### src/rtl/instruction_fetch_pkg.sv
// Shared types and constants for the instruction fetch stage.
package instruction_fetch_pkg;

  localparam int unsigned XLEN = 32;

  typedef enum logic [1:0] {
    BUBBLE = 2'd0,
    RUN    = 2'd1,
    HALT   = 2'd2
  } fetch_state_t;

  localparam logic [XLEN-1:0] NOP               = 32'h0000_0000;
  localparam logic [XLEN-1:0] DEFAULT_HALT_WORD = 32'hFFFF_FFFF;
  localparam logic [XLEN-1:0] PC_STEP           = 32'd4;

endpackage

### src/rtl/if_id_reg.sv
// IF/ID pipeline register: flush squashes to a bubble, hold freezes, load captures.
module if_id_reg
  import instruction_fetch_pkg::*;
(
  input  logic            clk,
  input  logic            rst,
  input  logic            load,
  input  logic            flush,
  input  logic            hold,
  input  logic [XLEN-1:0] instr_d,
  input  logic [XLEN-1:0] pcplus4_d,
  output logic [XLEN-1:0] instr_q,
  output logic [XLEN-1:0] pcplus4_q,
  output logic            valid_q
);

  // A bubble keeps the last PC+4 so only the payload and valid bit change.
  always_ff @(posedge clk) begin
    if (rst) begin
      instr_q   <= NOP;
      pcplus4_q <= '0;
      valid_q   <= 1'b0;
    end else if (flush) begin
      instr_q <= NOP;
      valid_q <= 1'b0;
    end else if (load && !hold) begin
      instr_q   <= instr_d;
      pcplus4_q <= pcplus4_d;
      valid_q   <= 1'b1;
    end
  end

endmodule

### src/rtl/instruction_fetch.sv
// Instruction fetch stage: PC register, BUBBLE/RUN/HALT control and IF/ID register.
// Optional IF_PERF_COUNTERS_EN adds FetchCount/StallCount outputs.
module instruction_fetch
  import instruction_fetch_pkg::*;
#(
  parameter logic [31:0] RESET_PC  = 32'h0000_0000,
  parameter logic [31:0] HALT_WORD = DEFAULT_HALT_WORD
) (
  input  logic        Clk,
  input  logic        Rst,
  input  logic        Stall,
  input  logic        Flush,
  input  logic        PCSrc,
  input  logic [31:0] BranchTarget,
  input  logic        Jump,
  input  logic [31:0] JumpTarget,
  output logic [31:0] IMemAddress,
  input  logic [31:0] IMemInstruction,
  output logic [31:0] IF_ID_Instruction,
  output logic [31:0] IF_ID_PCPlus4,
  output logic        IF_ID_Valid,
  output logic        Halted
`ifdef IF_PERF_COUNTERS_EN
  ,
  output logic [31:0] FetchCount,
  output logic [31:0] StallCount
`endif
);

  fetch_state_t    state_q, state_d;
  logic [XLEN-1:0] pc_q, pc_d;
  logic [XLEN-1:0] pc_plus4;
  logic [XLEN-1:0] redirect_pc;
  logic            redirect;
  logic            halt_hit;
  logic            ifid_load;
  logic            ifid_flush;
  logic            unused_target_bits;

  assign pc_plus4    = pc_q + PC_STEP;
  assign redirect    = Jump | PCSrc;
  assign redirect_pc = Jump ? {JumpTarget[31:2], 2'b00} : {BranchTarget[31:2], 2'b00};
  assign halt_hit    = (IMemInstruction == HALT_WORD);
  assign unused_target_bits = ^{JumpTarget[1:0], BranchTarget[1:0]};

  assign IMemAddress = pc_q;
  assign Halted      = (state_q == HALT);

  // State and PC registers
  always_ff @(posedge Clk) begin
    if (Rst) begin
      state_q <= BUBBLE;
      pc_q    <= RESET_PC;
    end else begin
      state_q <= state_d;
      pc_q    <= pc_d;
    end
  end

  // Next-state logic
  always_comb begin
    state_d = state_q;
    case (state_q)
      BUBBLE: state_d = RUN;
      RUN:    if (!redirect && !Flush && !Stall && halt_hit) state_d = HALT;
      HALT:   if (redirect) state_d = RUN;
      default: state_d = BUBBLE;
    endcase
  end

  // PC update and IF/ID controls, priority Jump > PCSrc > Flush > Stall > advance
  always_comb begin
    pc_d       = pc_q;
    ifid_load  = 1'b0;
    ifid_flush = 1'b0;
    case (state_q)
      RUN: begin
        if (redirect) begin
          pc_d       = redirect_pc;
          ifid_flush = 1'b1;
        end else if (Flush) begin
          pc_d       = pc_plus4;
          ifid_flush = 1'b1;
        end else if (Stall) begin
          pc_d = pc_q;
        end else if (halt_hit) begin
          ifid_flush = 1'b1;
        end else begin
          pc_d      = pc_plus4;
          ifid_load = 1'b1;
        end
      end
      HALT: begin
        if (redirect) begin
          pc_d       = redirect_pc;
          ifid_flush = 1'b1;
        end else if (Flush) begin
          ifid_flush = 1'b1;
        end
      end
      default: begin
        pc_d = pc_q;
      end
    endcase
  end

  if_id_reg u_if_id_reg (
    .clk       (Clk),
    .rst       (Rst),
    .load      (ifid_load),
    .flush     (ifid_flush),
    .hold      (Stall),
    .instr_d   (IMemInstruction),
    .pcplus4_d (pc_plus4),
    .instr_q   (IF_ID_Instruction),
    .pcplus4_q (IF_ID_PCPlus4),
    .valid_q   (IF_ID_Valid)
  );

`ifdef IF_PERF_COUNTERS_EN
  // Performance counters, free-running modulo 2^32
  always_ff @(posedge Clk) begin
    if (Rst) begin
      FetchCount <= '0;
      StallCount <= '0;
    end else begin
      if (ifid_load) FetchCount <= FetchCount + 32'd1;
      if ((state_q == RUN) && Stall && !redirect) StallCount <= StallCount + 32'd1;
    end
  end
`endif

endmodule
### config.mk
export PLATFORM = sky130hd
export DESIGN_NAME = instruction_fetch
export DESIGN_NICKNAME = d
export VERILOG_FILES = /design/src/rtl/instruction_fetch_pkg.sv /design/src/rtl/if_id_reg.sv /design/src/rtl/instruction_fetch.sv
export SDC_FILE = /design/constraint.sdc
export NUM_CORES = 1
export LEC_CHECK = 0
export BUFFER_PORTS_ARGS = -buffer_cell sky130_fd_sc_hd__clkbuf_2
export CAP_MARGIN = 10
export CORE_MARGIN = 2
export CORE_UTILIZATION = 25
export DETAILED_ROUTE_END_ITERATION = 7
export MAX_ROUTING_LAYER = met4
export PLACE_DENSITY = 0.54
export SLEW_MARGIN = 20
export SYNTH_ARGS = -nofsm -noshare
export SYNTH_HDL_FRONTEND = slang
export SYNTH_SLANG_ARGS = --single-unit
### constraint.sdc
create_clock -name Clk -period 2.7 [get_ports Clk]
set_clock_uncertainty 0.15 [all_clocks]
set_input_delay 0.54 -clock Clk [delete_from_list [all_inputs] [get_ports Clk]]
set_output_delay 0.54 -clock Clk [all_outputs]
set_load 0.01 [all_outputs]
==> run summary <==
WL/cell = 14.7 um
Critical Path Start = state_q[0]
most common library cells after synthesis = 121 x nand2_1, 95 x dfxtp_1, 70 x a21oi_1, 56 x nor2_1, 35 x o21ai_0
# setup viols final = 0
clock-pin slew on the worst setup and hold paths = 0.07 ns
share of layout cells above drive strength 1 = 30.5%
final slew viol count = 0
Fin. Hold Viols = 0
WL final = 15800 um
Final min period = 2.33 ns
Yosys top cell area share = 38.4%
H-Tree Depth = 3
Distinct cells, synth = 49
clock tree root buffer cell = clkbuf_16
# hold bufs at CTS = 0
Worst R2R Start = state_q[0]
Rel. slew slack = 64.2%
crit path DAT = 2.46 ns
synth top area cells = dfxtp_1 38%, nand2_1 9.2%, a21oi_1 7.1%, mux2i_1 5.1%, nor2_1 4.2%
most frequent CP cell = a21oi_1
register area share after synthesis = 38.4%
post-route ant nets = 0
top_reg_cell synth = dfxtp_1
PwrDens = 565 nW/um2
largest net degree at the start of global routing = 57
Antenna diodes = 0
area grow syn2layout = 31.8%
Mapped Cells = 632
Final Cycle Share = 86.1%
num rows = 51
worst-path cell chain = inv_1, ha_1, or3b_1, nand2_1, a21oi_1, a21o_1, buf_4, o21ai_0, a21oi_1
clk sink count = 95
WS Path Type = reg2reg
run status = completed
Post CTS Setup Buffer Count = 0
WHS = 0.277 ns
post-placement cell area = 6170 um2
Die W = 145 um
leakage = 2.66 nW
first-iteration detailed-routing DRC count = 236
average size of a mapped cell = 7.83 um2
CP max stage delay = 0.37 ns
number of port buffers = 191
clk buf depth = 2
Via Count = 4990
total grt overflow = 0
total CTS buffers = 9
Sw Pwr = 1.04 mW
combinational fraction of design power = 16.2%
area taken by multi-input logic gates = 2740 um2
worst slew pin tran = 0.537 ns
Nets = 911
worst skew pair latency = 0.36 ns
Post-synth EDFFs = 0
Max Cap Viol = 0
Yosys reg bits = 95
Warnings, synthesis = 0
unrepaired setup endpoints after global routing = false
count leader, synth = nand2_1
Hold Path Origin = IMemInstruction[11]
Reg area = 1900 um2
CP startpoint kind = flip-flop
Placer Congestion = 0.793
# fillers = 2083
endpoint class of the critical path = flip-flop
Crit-path slowest cell = dfxtp_1
TritonCTS clock tree = done
HPWL after DPL = 11800 um
drt pass-1 iters = 4
die area = 20900 um2
Net Sw Frac = 28.1%
first-pass GRT wire length = 23400 um
# DRC = 0
worst min-delay path class = in2reg
starting density of the core = 25.4%
asr flop ratio synth = 0%
antenna violations before repair = 0
Final Instance Area = 6520 um2
all-layer global routing usage = 15.0%
Clock power frac = 41.7%
Fin Setup TNS = 0 ns
crit path max fanout = 9
cts repair resizes = 0
core area = 19500 um2
Synth Cell Area = 4950 um2
Die Y = 145 um
Internal Power = 2.65 mW
critical path required time = 2.83 ns
vias in the first global route = 4322
Top-Level Pins = 200
sequential power share = 42.1%
worst vdd ir = 0.219 mV
Via density = 4.64
Max Freq = 430 MHz
dominant cell type by area after synthesis = dfxtp_1
## flip-flops by register name (all words and copies together) (netlist names)
name and cells:
IMemAddress 30, state_q 2, u_if_id_reg.valid_q 1, u_if_id_reg.instr_q 32
u_if_id_reg.pcplus4_q 30
## metal layers
metal | global-route usage [%] | share of wire (%)
met1 | 20.7 | 50
met2 | 21.9 | 43
met3 | 3.06 | 5.8
met4 | 4.85 | 1.3
met5 | - | 0
## kinds of logic (layout without fill, tap and decap cells)
kind of cell,after synthesis,count (layout),synth area share [%]
AOI/OAI and AO/OA,156,156,18.5
and+or+nand+nor,262,262,24.6
adders and majority gates,4,4,1.01
other,1,4,0.0758
buffers and inverters,57,232,6.45
DFF,95,95,38.4
muxes,29,29,5.97
xor gates and xnor gates,28,28,4.96
## placed cells by master (no fill, tap or decap), types with 3 or more instances in the layout
| cell type | n |
|---|---|
| a31oi_1 | 5 |
| inv_1 | 4 |
| clkbuf_16 | 9 |
| nand3_1 | 15 |
| and4_1 | 3 |
| nand2_1 | 121 |
| xnor2_1 | 18 |
| and3_1 | 4 |
| clkbuf_2 | 191 |
| a21oi_1 | 70 |
| o211ai_1 | 4 |
| o21a_1 | 3 |
| nand2b_1 | 3 |
| ha_1 | 4 |
| and3_2 | 4 |
| buf_12 | 5 |
| mux2i_1 | 25 |
| mux2_2 | 4 |
| conb_1 | 4 |
| and2_1 | 5 |
| buf_4 | 16 |
| nor3_1 | 13 |
| a211oi_1 | 27 |
| bufinv_16 | 3 |
| dfxtp_1 | 95 |
| nand4_1 | 15 |
| o31ai_1 | 4 |
| nor2_1 | 56 |
| xor2_1 | 10 |
| nor4_1 | 9 |
| o21ai_0 | 35 |
## critical path, delay by kind of cell (launching register included)
family	cells	cell delay, ns
AO/OA/AOI/OAI	4	0.79
buffers and inverters	2	0.31
adder cells (fa/ha/maj)	1	0.28
flip-flops	1	0.37
AND/OR/NAND/NOR	2	0.36
## power groups by stage
stage / Clock [mW] / Sequential (mW) / Combinational [mW]
finish: 1.54 / 1.55 / 0.598
global route: 1.63 / 1.56 / 0.666
CTS: 1.57 / 1.55 / 0.608
detailed placement: 0 / 1.59 / 0.607
global placement: 0 / 1.58 / 0.606
floorplan: 0 / 1.58 / 0.329
## layout make-up
cell class	count	share of cell area, %
clock buffers	10	3.66
clock inverters	6	1.76
inverters	4	0.230
multi-input cells	483	42.1
flip-flops and latches	95	29.2
well taps	265	5.08
repair buffers	212	18.0
## metrics by stage
stage          power [mW]  util, %  cells  setup WS [ns]
6_report             3.69     33.5   1075          0.375
5_1_grt              3.86     33.5   1075          0.167
4_1_cts              3.73     33.5   1075          0.353
3_5_place_dp         2.19     31.7   1059          0.294
3_3_place_gp         2.19     31.7   1059          0.287
2_1_floorplan        1.91        -    635          0.608
## worst paths after layout
| check | cells past startpoint | endpoint | slack, ns |
|---|---|---|---|
| max | 9 | IMemAddress[8] | 0.37 |
| min | 3 | u_if_id_reg.instr_q[11] | 0.28 |
| max reg2reg | 9 | IMemAddress[8] | 0.37 |
| min reg2reg | 2 | u_if_id_reg.instr_q[11] | 0.30 |
Power figures use the tool's default switching activity.
